--- src/rtl/result_display_if.sv ---
// Signal bundle between the processor core and the result display stage:
// result word, phase and render mode in; segment/digit drive, phase LEDs and busy out.
interface result_display_if;
    logic [15:0] value;
    logic [4:0]  phase;
    logic        hexMode;
    logic [6:0]  seg;
    logic [5:0]  digitSel;
    logic [4:0]  phaseLed;
    logic        busy;

    modport master (
        output value, phase, hexMode,
        input  seg, digitSel, phaseLed, busy
    );

    modport slave (
        input  value, phase, hexMode,
        output seg, digitSel, phaseLed, busy
    );
endinterface

--- src/rtl/result_display.sv ---
// Six-digit multiplexed seven-segment result display with a sequential
// double-dabble converter (signed decimal or hex) and atomic digit commit.
module result_display #(
    parameter int REFRESH_DIV = 50000
) (
    input  logic             clock,
    input  logic             nReset,
    result_display_if.slave  bus
);

    localparam int         CW         = $clog2(REFRESH_DIV);
    localparam logic [4:0] CODE_DASH  = 5'd16;
    localparam logic [4:0] CODE_BLANK = 5'd17;

    typedef enum logic [1:0] {IDLE, LOAD, SHIFT, COMMIT} state_t;

    state_t           state_reg;
    logic             valid_reg;
    logic             last_mode_reg;
    logic [15:0]      last_value_reg;
    logic             neg_reg;
    logic             busy_reg;
    logic [15:0]      mag_reg;
    logic [19:0]      bcd_reg;
    logic [3:0]       shift_cnt_reg;
    logic [5:0][4:0]  code_reg;

    logic [19:0]      bcd_adj;
    logic [2:0]       msd;
    logic [5:0][4:0]  commit_code;

    logic [CW-1:0]    refresh_cnt_reg;
    logic [2:0]       digit_idx_reg;
    logic [5:0]       digit_sel_reg;
    logic [6:0]       seg_reg;
    logic [4:0]       phase_led_reg;

    logic             wrap;
    logic [2:0]       digit_idx_next;
    logic [4:0]       shown_code;

    function automatic logic [6:0] glyph(input logic [4:0] code);
        case (code)
            5'd0:    glyph = 7'b1000000;
            5'd1:    glyph = 7'b1111001;
            5'd2:    glyph = 7'b0100100;
            5'd3:    glyph = 7'b0110000;
            5'd4:    glyph = 7'b0011001;
            5'd5:    glyph = 7'b0010010;
            5'd6:    glyph = 7'b0000010;
            5'd7:    glyph = 7'b1111000;
            5'd8:    glyph = 7'b0000000;
            5'd9:    glyph = 7'b0010000;
            5'd10:   glyph = 7'b0001000;
            5'd11:   glyph = 7'b0000011;
            5'd12:   glyph = 7'b1000110;
            5'd13:   glyph = 7'b0100001;
            5'd14:   glyph = 7'b0000110;
            5'd15:   glyph = 7'b0001110;
            5'd16:   glyph = 7'b0111111;
            default: glyph = 7'b1111111;
        endcase
    endfunction

    // Double-dabble correction: any BCD nibble >= 5 gets +3 before the shift.
    for (genvar gi = 0; gi < 5; gi++) begin : g_add3
        assign bcd_adj[gi*4 +: 4] = (bcd_reg[gi*4 +: 4] >= 4'd5) ?
                                    bcd_reg[gi*4 +: 4] + 4'd3 : bcd_reg[gi*4 +: 4];
    end

    // Position of the most significant non-zero BCD digit (0 when the value is 0).
    always_comb begin
        msd = 3'd0;
        for (int i = 1; i < 5; i++) begin
            if (bcd_reg[i*4 +: 4] != 4'd0) msd = 3'(i);
        end
    end

    for (genvar gi = 0; gi < 6; gi++) begin : g_code
        logic [4:0] hex_code;
        logic [4:0] dec_code;
        if (gi < 4) begin : g_hex
            assign hex_code = {1'b0, last_value_reg[gi*4 +: 4]};
        end else begin : g_hex_blank
            assign hex_code = CODE_BLANK;
        end
        if (gi == 0) begin : g_dec_lsd
            assign dec_code = {1'b0, bcd_reg[3:0]};
        end else if (gi < 5) begin : g_dec_mid
            assign dec_code = (3'(gi) <= msd)                 ? {1'b0, bcd_reg[gi*4 +: 4]} :
                              (neg_reg && (3'(gi - 1) == msd)) ? CODE_DASH : CODE_BLANK;
        end else begin : g_dec_top
            assign dec_code = (neg_reg && (msd == 3'd4)) ? CODE_DASH : CODE_BLANK;
        end
        assign commit_code[gi] = last_mode_reg ? hex_code : dec_code;
    end

    always_ff @(posedge clock or negedge nReset) begin
        if (!nReset) begin
            state_reg      <= IDLE;
            valid_reg      <= 1'b0;
            last_mode_reg  <= 1'b0;
            last_value_reg <= 16'd0;
            neg_reg        <= 1'b0;
            busy_reg       <= 1'b0;
            mag_reg        <= 16'd0;
            bcd_reg        <= 20'd0;
            shift_cnt_reg  <= 4'd0;
            code_reg       <= {6{CODE_BLANK}};
        end else begin
            case (state_reg)
                IDLE: begin
                    if (!valid_reg || ({bus.hexMode, bus.value} != {last_mode_reg, last_value_reg}))
                        state_reg <= LOAD;
                end
                LOAD: begin
                    last_value_reg <= bus.value;
                    last_mode_reg  <= bus.hexMode;
                    valid_reg      <= 1'b1;
                    neg_reg        <= bus.value[15];
                    mag_reg        <= bus.value[15] ? (~bus.value + 16'd1) : bus.value;
                    bcd_reg        <= 20'd0;
                    shift_cnt_reg  <= 4'd0;
                    busy_reg       <= 1'b1;
                    state_reg      <= bus.hexMode ? COMMIT : SHIFT;
                end
                SHIFT: begin
                    {bcd_reg, mag_reg} <= {bcd_adj[18:0], mag_reg, 1'b0};
                    shift_cnt_reg      <= shift_cnt_reg + 4'd1;
                    if (shift_cnt_reg == 4'd15) state_reg <= COMMIT;
                end
                COMMIT: begin
                    code_reg  <= commit_code;
                    busy_reg  <= 1'b0;
                    state_reg <= IDLE;
                end
                default: state_reg <= IDLE;
            endcase
        end
    end

    // seg follows the code that will be current after this edge, so a commit
    // lands on the selected digit in the same cycle as the code registers.
    always_comb begin
        wrap           = (refresh_cnt_reg == CW'(REFRESH_DIV - 1));
        digit_idx_next = digit_idx_reg;
        if (wrap) digit_idx_next = (digit_idx_reg == 3'd5) ? 3'd0 : digit_idx_reg + 3'd1;
        shown_code = (state_reg == COMMIT) ? commit_code[digit_idx_next] : code_reg[digit_idx_next];
    end

    always_ff @(posedge clock or negedge nReset) begin
        if (!nReset) begin
            refresh_cnt_reg <= '0;
            digit_idx_reg   <= 3'd0;
            digit_sel_reg   <= 6'b111110;
            seg_reg         <= 7'b1111111;
            phase_led_reg   <= 5'd0;
        end else begin
            refresh_cnt_reg <= wrap ? '0 : refresh_cnt_reg + 1'b1;
            digit_idx_reg   <= digit_idx_next;
            digit_sel_reg   <= ~(6'b000001 << digit_idx_next);
            seg_reg         <= glyph(shown_code);
            phase_led_reg   <= bus.phase;
        end
    end

    assign bus.seg      = seg_reg;
    assign bus.digitSel = digit_sel_reg;
    assign bus.phaseLed = phase_led_reg;
    assign bus.busy     = busy_reg;

endmodule

--- src/flat_wrapper.sv ---
// flat-port wrapper written by rule: the top's interface ports become plain ports
module result_display_flat 
#(
    parameter int REFRESH_DIV = 50000
)
  (clock, nReset, bus_value, bus_phase, bus_hexMode, bus_seg, bus_digitSel, bus_phaseLed, bus_busy);
  result_display_if bus_i ();
  input  logic clock;
  input  logic nReset;
  input wire logic [$bits(bus_i.value)-1:0] bus_value;
  input wire logic [$bits(bus_i.phase)-1:0] bus_phase;
  input wire logic [$bits(bus_i.hexMode)-1:0] bus_hexMode;
  output wire logic [$bits(bus_i.seg)-1:0] bus_seg;
  output wire logic [$bits(bus_i.digitSel)-1:0] bus_digitSel;
  output wire logic [$bits(bus_i.phaseLed)-1:0] bus_phaseLed;
  output wire logic [$bits(bus_i.busy)-1:0] bus_busy;
  assign bus_i.value = bus_value;
  assign bus_i.phase = bus_phase;
  assign bus_i.hexMode = bus_hexMode;
  assign bus_seg = bus_i.seg;
  assign bus_digitSel = bus_i.digitSel;
  assign bus_phaseLed = bus_i.phaseLed;
  assign bus_busy = bus_i.busy;
  result_display #(.REFRESH_DIV(REFRESH_DIV)) u_core (.clock(clock), .nReset(nReset), .bus(bus_i));
endmodule
--- config.mk ---
export PLATFORM = sky130hd
export DESIGN_NAME = result_display_flat
export DESIGN_NICKNAME = d
export VERILOG_FILES = /design/src/rtl/result_display_if.sv /design/src/rtl/result_display.sv /design/src/flat_wrapper.sv
export SDC_FILE = /design/constraint.sdc
export NUM_CORES = 1
export LEC_CHECK = 0
export ABC_CLOCK_PERIOD_IN_PS = 4700
export CAP_MARGIN = 20
export CORE_ASPECT_RATIO = 0.75
export CORE_MARGIN = 3
export CORE_UTILIZATION = 60
export CTS_BUF_LIST = sky130_fd_sc_hd__clkbuf_2 sky130_fd_sc_hd__clkbuf_4 sky130_fd_sc_hd__clkbuf_8
export DETAILED_ROUTE_END_ITERATION = 8
export PLACE_DENSITY = 0.91
export SLEW_MARGIN = 20
export SYNTH_ARGS = -nofsm -noshare
export SYNTH_HDL_FRONTEND = slang
export SYNTH_SLANG_ARGS = --single-unit
--- constraint.sdc ---
create_clock -name clock -period 4.7 [get_ports clock]
set_input_delay 0.705 -clock clock [delete_from_list [all_inputs] [get_ports clock]]
set_output_delay 0.705 -clock clock [all_outputs]
set_load 0.005 [all_outputs]
==> results.py, run 1 <==
metrics = {
    "power": {
        "pwr-share-clk_pct": 20.5,
        "vdd_ir_drop_max_mv": 0.310,
        "p_total_w": 0.00472,
        "p_sw_share_pct": 39.5,
        "netSwitchingPower_w": 0.00186,
        "p_int_w": 0.00285,
        "comb_power_share_pct": 43.5,
        "seq_power_share_pct": 36.0,
        "p_per_area_mw_per_mm2": 579,
        "p_leak_nw": 3.44,
    },
    "routing": {
        "drtIter0Drc": 640,
        "ant_nets": 0,
        "route.detailed.drc": 0,
        "wire_per_inst_um": 19.7,
        "via_per_inst": 6.35,
        "drt-total-wl_mm": 18.2,
        "vias": 5891,
        "first_pass_iters": 5,
    },
    "grt": {
        "grt-ovfl-total": 0,
        "busiest_layer": "met2",
        "grtUsageMet2_pct": 42.9,
        "groute.usage.overall_pct": 27.9,
        "grt_pass1_vias": 5738,
        "use_met3_pct": 7.29,
        "met1_usage_pct": 39.3,
        "grt_pass1_wl_mm": 29.6,
        "grt_max_degree": 54,
        "antenna_found_initial": 0,
    },
    "synth": {
        "synth_seq_area_share_pct": 43.4,
        "yosysWarnings": 0,
        "synth-seq-cells": 124,
        "syn-cell-area_sq_mm": 0.00722,
        "synth_top_area_cell": "dfrtp_1",
        "synth.net_count": 774,
        "synth_flop_cell": "dfrtp_1",
        "syn_area_per_cell_sq_um": 9.93,
        "async_flop_share_pct": 100,
        "synth_most_common_cell": "dfrtp_1",
        "syn_inst": 727,
        "synthDistinctLibCells": 80,
        "netlist_top_cells_count": "101 x dfrtp_1, 61 x nor2_1, 51 x nand2_1, 49 x a21oi_1, 38 x xor2_1",
        "yosys-top-cells-area": "dfrtp_1 35%, dfstp_2 8.4%, mux2_2 4.8%, xor2_1 4.6%, ha_1 4.0%",
        "synth_edf_count": 0,
        "synth_top_area_share_pct": 35.0,
    },
    "clock_tree": {
        "cts_hold_buf": 0,
        "cts_tree": "yes",
        "htreeDepth": 4,
        "cts.path.max_buffers": 2,
        "numCtsBuffers": 17,
        "cts.clk_slew.worst_paths_ps": 70,
        "cts-root-buf": "clkbuf_8",
        "cts_sinks": 124,
        "postCtsSetupBuffers": 0,
        "post_cts_resized": 0,
        "clkLatencyLatePin_ps": 450,
    },
    "placed_design": {
        "place_congestion": 0.923,
        "placedCellCount": 897,
        "port_buffers": 42,
        "dpl.hpwl_mm": 12.8,
    },
    "final_layout": {
        "final_nets": 801,
        "areaGrowthSynthToFinish_pct": 12.7,
        "largest_reg_flops": 26,
        "antenna_cells": 0,
        "stdcell_count": 928,
        "drive_gt1_share_pct": 15.8,
    },
    "timing": {
        "slew_headroom_pct": 41.2,
        "finalMaxSlewViolations": 0,
        "tns_ps": 0,
        "holdWs_ps": 210,
        "hold_viol": 0,
        "tightest_slew_ps": 882,
        "clock_skew_ps": 7.65,
        "period_share_pct": 85.1,
        "setup_viol": 0,
        "fin_crit_ps": 4000,
        "fmax_mhz": 250,
        "rsz0062_at_grt": "no",
    },
    "floorplanning": {
        "die_x_um": 133,
        "die_area_sq_mm": 0.0134,
        "rows": 34,
        "io_pins": 43,
        "die_h_um": 101,
        "core_region_area_sq_mm": 0.0117,
        "initial_core_util_pct": 61.9,
    },
    "run_status": {
        "status": "finished, final reports clean",
    },
    "flow_run": {
        "max_cap_viol_count": 0,
    },
    "setup_path": {
        "r2r_start": "u_core.refresh_cnt_reg[12]",
        "start_kind": "flop",
        "cp.arrival_ps": 4350,
        "worstPathRequired_ps": 5050,
        "cp-end-kind": "flop",
        "critPathMaxFanout": 15,
        "worstReg2RegEnd": "u_core.bus.seg[6]",
        "rr_worst_depth": 11,
        "r2r_slack_ps": 700,
        "worstSetupPathType": "flop to flop",
    },
    "hold_path": {
        "hold_path_class": "primary input to asynchronous set/reset pin",
    },
}
==> power by group through the flow <==
stage / Sequential [W] / Combinational [W] / Clock, W
2_1_floorplan: 0.00159 / 0.00156 / 0
3_3_place_gp: 0.00167 / 0.00189 / 0
3_5_place_dp: 0.00170 / 0.00200 / 0
4_1_cts: 0.00169 / 0.00202 / 0.000976
5_1_grt: 0.00173 / 0.00223 / 0.00103
6_report: 0.00170 / 0.00205 / 0.000968
==> logic make-up (layout without fill, tap and decap cells) <==
group,count (synthesis),after routing,share of synthesized area [%]
compound gates,164,164,15.4
xor+xnor,54,54,6.55
fa+ha+maj,23,23,3.99
buf+inv,85,124,4.75
flops,124,124,43.4
mux,65,65,10.8
simple gates,212,212,15.1
==> cell usage in the layout (no fill, tap or decap), types with 8 or more instances in the layout <==
cell type        count
nor2b_1              8
o21ai_0             33
o22ai_1             13
nand3_1             25
clkdlybuf4s50_1     41
clkbuf_8            18
dfstp_2             23
nand2_1             51
a21oi_1             49
xnor2_1             16
mux2i_1             27
dfrtp_1            101
and3_1               8
o31ai_1              9
nor2_1              61
ha_1                22
inv_1               37
xor2_1              38
mux2_2              31
buf_4               13
==> critical path, stage by stage (launching register included) <==
cell and delay (ps):
dfrtp_1 430, or4b_1 700, or4_1 890, nand3_1 230, nand2_1 130, a211o_1 330, o22ai_2 330, inv_1 120
ha_1 240, or2_1 230, mux2i_1 170, a22oi_2 100
==> through the flow <==
stage                     cell area, sq um  util [%]  worst slack, ps
after CTS                             8140      69.8              780
final                                 8140      69.8              700
after global placement                7740      66.4              960
after global routing                  8140      69.8              529
after floorplan                       7220         -             1240
after detailed placement              7740      66.4              803
==> final cells by class <==
cell class,count,area (sq um)
Multi-Input combinational cell,518,3750
Timing Repair Buffer,54,508
Inverter,39,146
Sequential cell,124,3130
Tap cell,162,203
Fill cell,808,3520
Clock buffer,19,255
Clock inverter,12,148
==> per-layer routing <==
metal  share of wire, %  vias up
li1                   -     2649
met1                 43     2891
met2                 46      304
met3                9.4       47
met4                2.2        0
met5                  0        -
==> how the worst max path moves through the flow <==
stage                                from                end  slack, ps  cells past startpoint
4_1_cts        u_core.refresh_cnt_reg[12]  u_core.bus.seg[6]        780                     11
3_5_place_dp   u_core.refresh_cnt_reg[12]  u_core.bus.seg[0]        800                     11
2_1_floorplan  u_core.refresh_cnt_reg[10]  u_core.bus.seg[6]       1240                     14
6_report       u_core.refresh_cnt_reg[12]  u_core.bus.seg[6]        700                     11
3_3_place_gp   u_core.refresh_cnt_reg[10]  u_core.bus.seg[6]        960                     11
5_1_grt         u_core.refresh_cnt_reg[4]  u_core.bus.seg[0]        530                     11
(Power assumes the default switching activity.)
==> inputs of run 2 (changes only) <==
--- a/config.mk
+++ b/config.mk
@@ -5,15 +5,15 @@
 export SDC_FILE = /design/constraint.sdc
 export NUM_CORES = 1
 export LEC_CHECK = 0
-export ABC_CLOCK_PERIOD_IN_PS = 4700
+export ABC_CLOCK_PERIOD_IN_PS = 3400
 export CAP_MARGIN = 20
 export CORE_ASPECT_RATIO = 0.75
 export CORE_MARGIN = 3
-export CORE_UTILIZATION = 60
+export CORE_UTILIZATION = 56
 export CTS_BUF_LIST = sky130_fd_sc_hd__clkbuf_2 sky130_fd_sc_hd__clkbuf_4 sky130_fd_sc_hd__clkbuf_8
 export DETAILED_ROUTE_END_ITERATION = 8
-export PLACE_DENSITY = 0.91
-export SLEW_MARGIN = 20
+export PLACE_DENSITY = 0.9
+export SLEW_MARGIN = 30
 export SYNTH_ARGS = -nofsm -noshare
 export SYNTH_HDL_FRONTEND = slang
 export SYNTH_SLANG_ARGS = --single-unit
==> constraint.sdc (replaced) <==
create_clock -name clock -period 3.4 [get_ports clock]
set_input_delay 0.51 -clock clock [delete_from_list [all_inputs] [get_ports clock]]
set_output_delay 0.51 -clock clock [all_outputs]
set_load 0.005 [all_outputs]
==> results.py, run 2 (synthesis results as in run 1) <==
metrics = {
    "placed_design": {
        "placed_cell_area_sq_mm": 0.00797,
        "port_buffers": 42,
        "dp_slack_ps": -38.7,
        "dpl.hpwl_mm": 13.4,
        "place_congestion": 0.993,
    },
    "final_layout": {
        "antenna_cells": 0,
        "drive_gt1_share_pct": 22.5,
        "areaGrowthSynthToFinish_pct": 19.0,
        "fin_area_sq_mm": 0.00859,
        "final_common_cell": "dfrtp_1",
        "final_cell_mix": "101 x dfrtp_1, 61 x nor2_1, 51 x nand2_1, 48 x a21oi_1, 44 x buf_4",
        "final_core_utilization_pct": 69.1,
        "largest_reg_flops": 26,
        "final_nets": 837,
    },
    "setup_path": {
        "cp-end-kind": "flop",
        "worstSetupPathType": "flop to flop",
        "worstPathRequired_ps": 3750,
        "start_kind": "flop",
        "critPathMaxFanout": 7,
        "r2r_start": "u_core.refresh_cnt_reg[10]",
        "cp.arrival_ps": 3660,
        "startpoint": "u_core.refresh_cnt_reg[10]",
    },
    "grt": {
        "grt_pass1_wl_mm": 31.1,
        "antenna_found_initial": 0,
        "groute.usage.overall_pct": 27.3,
        "grt-ovfl-total": 0,
        "grt_max_degree": 68,
        "grt_pass1_vias": 6000,
    },
    "power": {
        "p_leak_nw": 3.70,
        "p_int_w": 0.00417,
        "p_total_w": 0.00677,
        "p_per_area_mw_per_mm2": 788,
        "pwr-share-clk_pct": 21.6,
        "seq_power_share_pct": 34.6,
        "netSwitchingPower_w": 0.00260,
        "comb_power_share_pct": 43.8,
        "vdd_ir_drop_max_mv": 0.364,
        "p_sw_share_pct": 38.4,
    },
    "timing": {
        "clock_skew_ps": 11.5,
        "period_share_pct": 97.4,
        "fin_crit_ps": 3310,
        "finalMaxSlewViolations": 0,
        "fin_ws_ps": 89.9,
        "slew_headroom_pct": 39.0,
        "tightest_slew_ps": 916,
        "fmax_mhz": 302,
        "setup_viol": 0,
        "hold_viol": 0,
        "holdWs_ps": 87.8,
    },
    "clock_tree": {
        "cts-root-buf": "clkbuf_8",
        "cts_tree": "yes",
        "clkLatencyLatePin_ps": 440,
        "htreeDepth": 4,
        "cts_sinks": 124,
        "cts.clk_slew.worst_paths_ps": 80,
        "cts_hold_buf": 0,
        "numCtsBuffers": 17,
        "cts.path.max_buffers": 2,
    },
    "floorplanning": {
        "rows": 35,
        "die_h_um": 104,
        "die_area_sq_mm": 0.0143,
        "die_x_um": 137,
        "initial_core_util_pct": 58.0,
        "core_region_area_sq_mm": 0.0124,
        "io_pins": 43,
    },
    "flow_run": {
        "max_cap_viol_count": 0,
    },
    "routing": {
        "wire_per_inst_um": 19.5,
        "route.detailed.drc": 0,
        "via_per_inst": 6.26,
        "drt-total-wl_mm": 18.9,
        "ant_nets": 0,
        "vias": 6068,
        "drtIter0Drc": 708,
        "first_pass_iters": 7,
    },
    "hold_path": {
        "hold_path_class": "primary input to asynchronous set/reset pin",
    },
    "run_status": {
        "status": "finished, final reports clean",
    },
}
[run 2: cell count changes in the layout (fill, tap and decap cells not counted), moves of 2 or more]
cell | before | now
clkbuf_8 | 18 | 20
or4b_1 | 2 | 0
o21ai_0 | 33 | 31
clkinv_2 | 3 | 5
buf_6 | 0 | 4
or4b_4 | 0 | 2
ha_2 | 1 | 5
o21ai_1 | 2 | 4
buf_4 | 13 | 44
inv_2 | 1 | 4
inv_1 | 37 | 33
ha_1 | 22 | 17
[run 2: stage by stage]
stage                     cells  TNS [ps]
after floorplan             727         0
after global placement      929         0
after detailed placement    929     -38.7
after CTS                   961         0
after global routing        969     -64.9
final                       969         0
[run 2: worst paths after layout]
check,slack [ps],cells past startpoint,endpoint
setup reg to reg,90,11,u_core.bus.seg[3]
hold reg to reg,470,1,u_core.refresh_cnt_reg[0]
max in group asynchronous,2490,2,u_core.code_reg[24]
setup / recovery,90,11,u_core.bus.seg[3]
min in group clock,470,1,u_core.refresh_cnt_reg[0]
hold / removal,90,1,u_core.bus.phaseLed[4]
[run 2: layout make-up]
class                   count  area (sq um)
clock buffers              20           275
clock inverters            12           168
fillers                   910          3850
inverters                  39           149
multi-input cells         518          3850
flip-flops and latches    124          3130
well taps                 166           208
repair buffers             90           806
[run 2: what timing repair did]
item	CTS	global route
resized for setup	2	29
setup buffers	0	8
pin swaps	1	10
endpoints found under the setup margin	4	7
[run 2: layer usage]
layer | part of all wire (%) | GRT usage (%)
met1 | 42 | 38.2
met2 | 46 | 41.0
met3 | 9.3 | 8.22
met4 | 1.9 | 8.55
met5 | 0 | 0
[run 2: critical path, cell delays in order (launching register included)]
cell and delay (ps):
dfrtp_1 390, or4b_4 570, or4_4 560, or3_4 360, a211o_1 300, nand4_1 160, o22ai_4 110, buf_6 150
ha_1 270, inv_1 80, mux2i_1 70, o2111ai_1 210
[run 2: power groups by stage]
stage,Combinational [W],Sequential [W],Clock [W]
final,0.00297,0.00234,0.00146
after global placement,0.00270,0.00232,0
after global routing,0.00324,0.00239,0.00155
after floorplan,0.00217,0.00219,0
after CTS,0.00288,0.00233,0.00147
after detailed placement,0.00286,0.00235,0
==> edit (flow settings as in run 2) <==
`REFRESH_DIV` is set to 50000 in 2 places; all go to 25000.
--- a/src/rtl/result_display.sv
+++ b/src/rtl/result_display.sv
@@ -2,5 +2,5 @@
 // double-dabble converter (signed decimal or hex) and atomic digit commit.
 module result_display #(
-    parameter int REFRESH_DIV = 50000
+    parameter int REFRESH_DIV = 25000
 ) (
     input  logic             clock,
--- a/src/flat_wrapper.sv
+++ b/src/flat_wrapper.sv
@@ -2,5 +2,5 @@
 module result_display_flat 
 #(
-    parameter int REFRESH_DIV = 50000
+    parameter int REFRESH_DIV = 25000
 )
   (clock, nReset, bus_value, bus_phase, bus_hexMode, bus_seg, bus_digitSel, bus_phaseLed, bus_busy);
Check against the original RTL: no difference found for any inputs over 10 cycles, from zero or initial values and one cycle with nReset low; that may be too few to reach the edited logic, so the function may still have changed.
==> edit against run 2 <==
  * The flow now finishes with violations (negative setup slack)
  * Cell area rose by 3.5%
  * Sequential share of layout area is 1.5 points lower
  * Count of clock-buffer cells in the layout fell by 2
  * First-iteration DRC count rose by 19%
  * Wire length rose by 11%
  * Sequential power fell by 3%
  * Worst setup slack got worse by 0.15 ns
  * Total power rose by 6.5%
  * Sequential cell count is 1 lower
  * Highest routed layer unchanged
  * Synthesized cell count up 0.96%
  * Area after synthesis shrank 1.5%
==> edit: results (changes against run 2) <==
status=finished, violations left; failing checks=negative setup slack; Crit Path Max Fanout=6 (-1); Worst Clk Skew=0.0133 ns (+0.00172 ns); Tcrit/Tclk final=102% (+4.5 points); Reg clk slew, reported paths=0.08 ns (about the same); share of cells above drive strength 1=27.2% (+4.6 points); syn_nets=781 (+0.90%); Worst-Skew Late Latency=0.45 ns; DP Area=8090 sq um (+1.4%); LEAKAGE=3.83 nW (+3.5%); Multi-input gate area=3890 sq um (+0.84%); sequential fraction of the synthesis area=43.7% (+0.33 points); largest net degree at the start of global routing=79 (+16%); post-route setup slack=-0.0629 ns (-0.153 ns); drt pass-1 iters=6 (-1); worst hold path class=in2async; Placed Cells=960 (+3.3%); GR Util All Layers=28.4% (+1.0 points); Via density=6.49 (+3.6%); Via Count=6545 (+7.9%); Ys Warns=0 (unchanged); first-pass GRT wire length=31500 microns (+1.2%); dominant synthesized flop cell=dfrtp_1; vias in the first global route=5977 (-0.38%); maximum vdd drop=0.466 mV (+28%); gp weighted congestion=1.01 (+1.6%); Fin Setup TNS=-0.0629 ns (-0.0629 ns); WHS=0.0622 ns (-0.0256 ns); top cells by count, synth=dfrtp_1, nor2_1, nand2_1; FILL cells=782 (-14%); diode count=0 (unchanged); clock buffer depth=2 (unchanged); Avg Cell Area, Syn=9.68 sq um (-2.5%); Root Buffer=clkbuf_8; htree depth=4 (unchanged); DR iter-0 viols=845 (+19%); Place WS=-0.109 ns (-0.0705 ns); Synth cell types=72 (-10%); Slew @ Worst Pin=0.976 ns (+0.0606 ns); Layout Nets=881 (+5.3%); Final Setup Violations=1 (+1); Crit path arrival time=3.83 ns (+0.17 ns); Wirelength per Cell=20.8 microns (+6.3%); top post-synthesis cells by area=dfrtp_1, dfstp_2, mux2_2; total CTS buffers=17 (unchanged); IO buf count=42 (unchanged); max reg flops=26 (unchanged); async set or reset register ratio after synthesis=100% (unchanged); HPWL after DPL=13800 microns (+3.1%); initial antenna violation count=1 (+1)
edit: cell types whose count changed after synthesis, moves of 5 or more:
cell and change:
a31oi_1 +7, a22oi_1 +6, nand3_1 +6, mux2_2 +5, mux4_2 -5, nor2_1 +5
edit: routing by layer:
layer | up-vias | global-route usage (%) | wire length, microns
met5 | - | 0 | 0
li1 | 2846 | - | -
met2 | 413 | 42.4 | 9590
met3 | 75 | 7.51 | 2240
met4 | 0 | 8.35 | 523
met1 | 3211 | 40.7 | 8590
edit: path summary, 6_finish.rpt:
| check | startpoint | to | depth (start not counted) |
|---|---|---|---|
| hold reg to reg | u_core.code_reg[5] | u_core.code_reg[5] | 2 |
| max in group asynchronous | nReset | u_core.code_reg[5] | 2 |
| setup / recovery | u_core.refresh_cnt_reg[11] | u_core.bus.seg[3] | 11 |
| min in group clock | u_core.code_reg[5] | u_core.code_reg[5] | 2 |
| hold / removal | nReset | u_core.bus.phaseLed[1] | 1 |
| setup reg to reg | u_core.refresh_cnt_reg[11] | u_core.bus.seg[3] | 11 |
edit: logic make-up after synthesis:
logic type / after synthesis / synth area share [%]
AO/OA/AOI/OAI: 179 / 16.6
XOR/XNOR: 53 / 6.53
adder cells (fa/ha/maj): 23 / 4.05
buffers and inverters: 80 / 4.58
flip-flops: 123 / 43.7
multiplexers: 63 / 9.75
AND/OR/NAND/NOR: 213 / 14.8
edit: what timing repair did:
action / CTS / global route
setup endpoints to repair: 3 / 7
endpoints found under the hold margin: 0 / 0
setup buffers: 3 / 13
pin swaps: 2 / 15
gates resized for setup: 6 / 38
gates cloned: 0 / 1
hold buffers: 0 / 0
edit: area by class of cell:
| type | instances | share of cell area [%] |
|---|---|---|
| multi-input cells | 531 | 43.7 |
| flip-flops and latches | 123 | 35.0 |
| repair buffers | 124 | 12.0 |
| clock buffers | 18 | 2.79 |
| clock inverters | 14 | 2.70 |
| well taps | 162 | 2.28 |
| inverters | 37 | 1.59 |
edit: worst max-delay path, stage by stage, from the launching register on:
cell	delay (ns)
dfrtp_1	0.39
or4_4	0.56
or4_4	0.59
mux2_4	0.33
buf_4	0.17
a21oi_2	0.20
nand2_1	0.10
a21o_1	0.22
nand3_4	0.12
ha_4	0.22
or3_4	0.37
o2111ai_2	0.09
edit: power by group:
group / internal [mW] / switching (mW) / total [mW]
combinational: 1.45 / 1.85 / 3.30
sequential: 1.95 / 0.338 / 2.28
clock: 0.972 / 0.662 / 1.63
total: 4.37 / 2.85 / 7.21
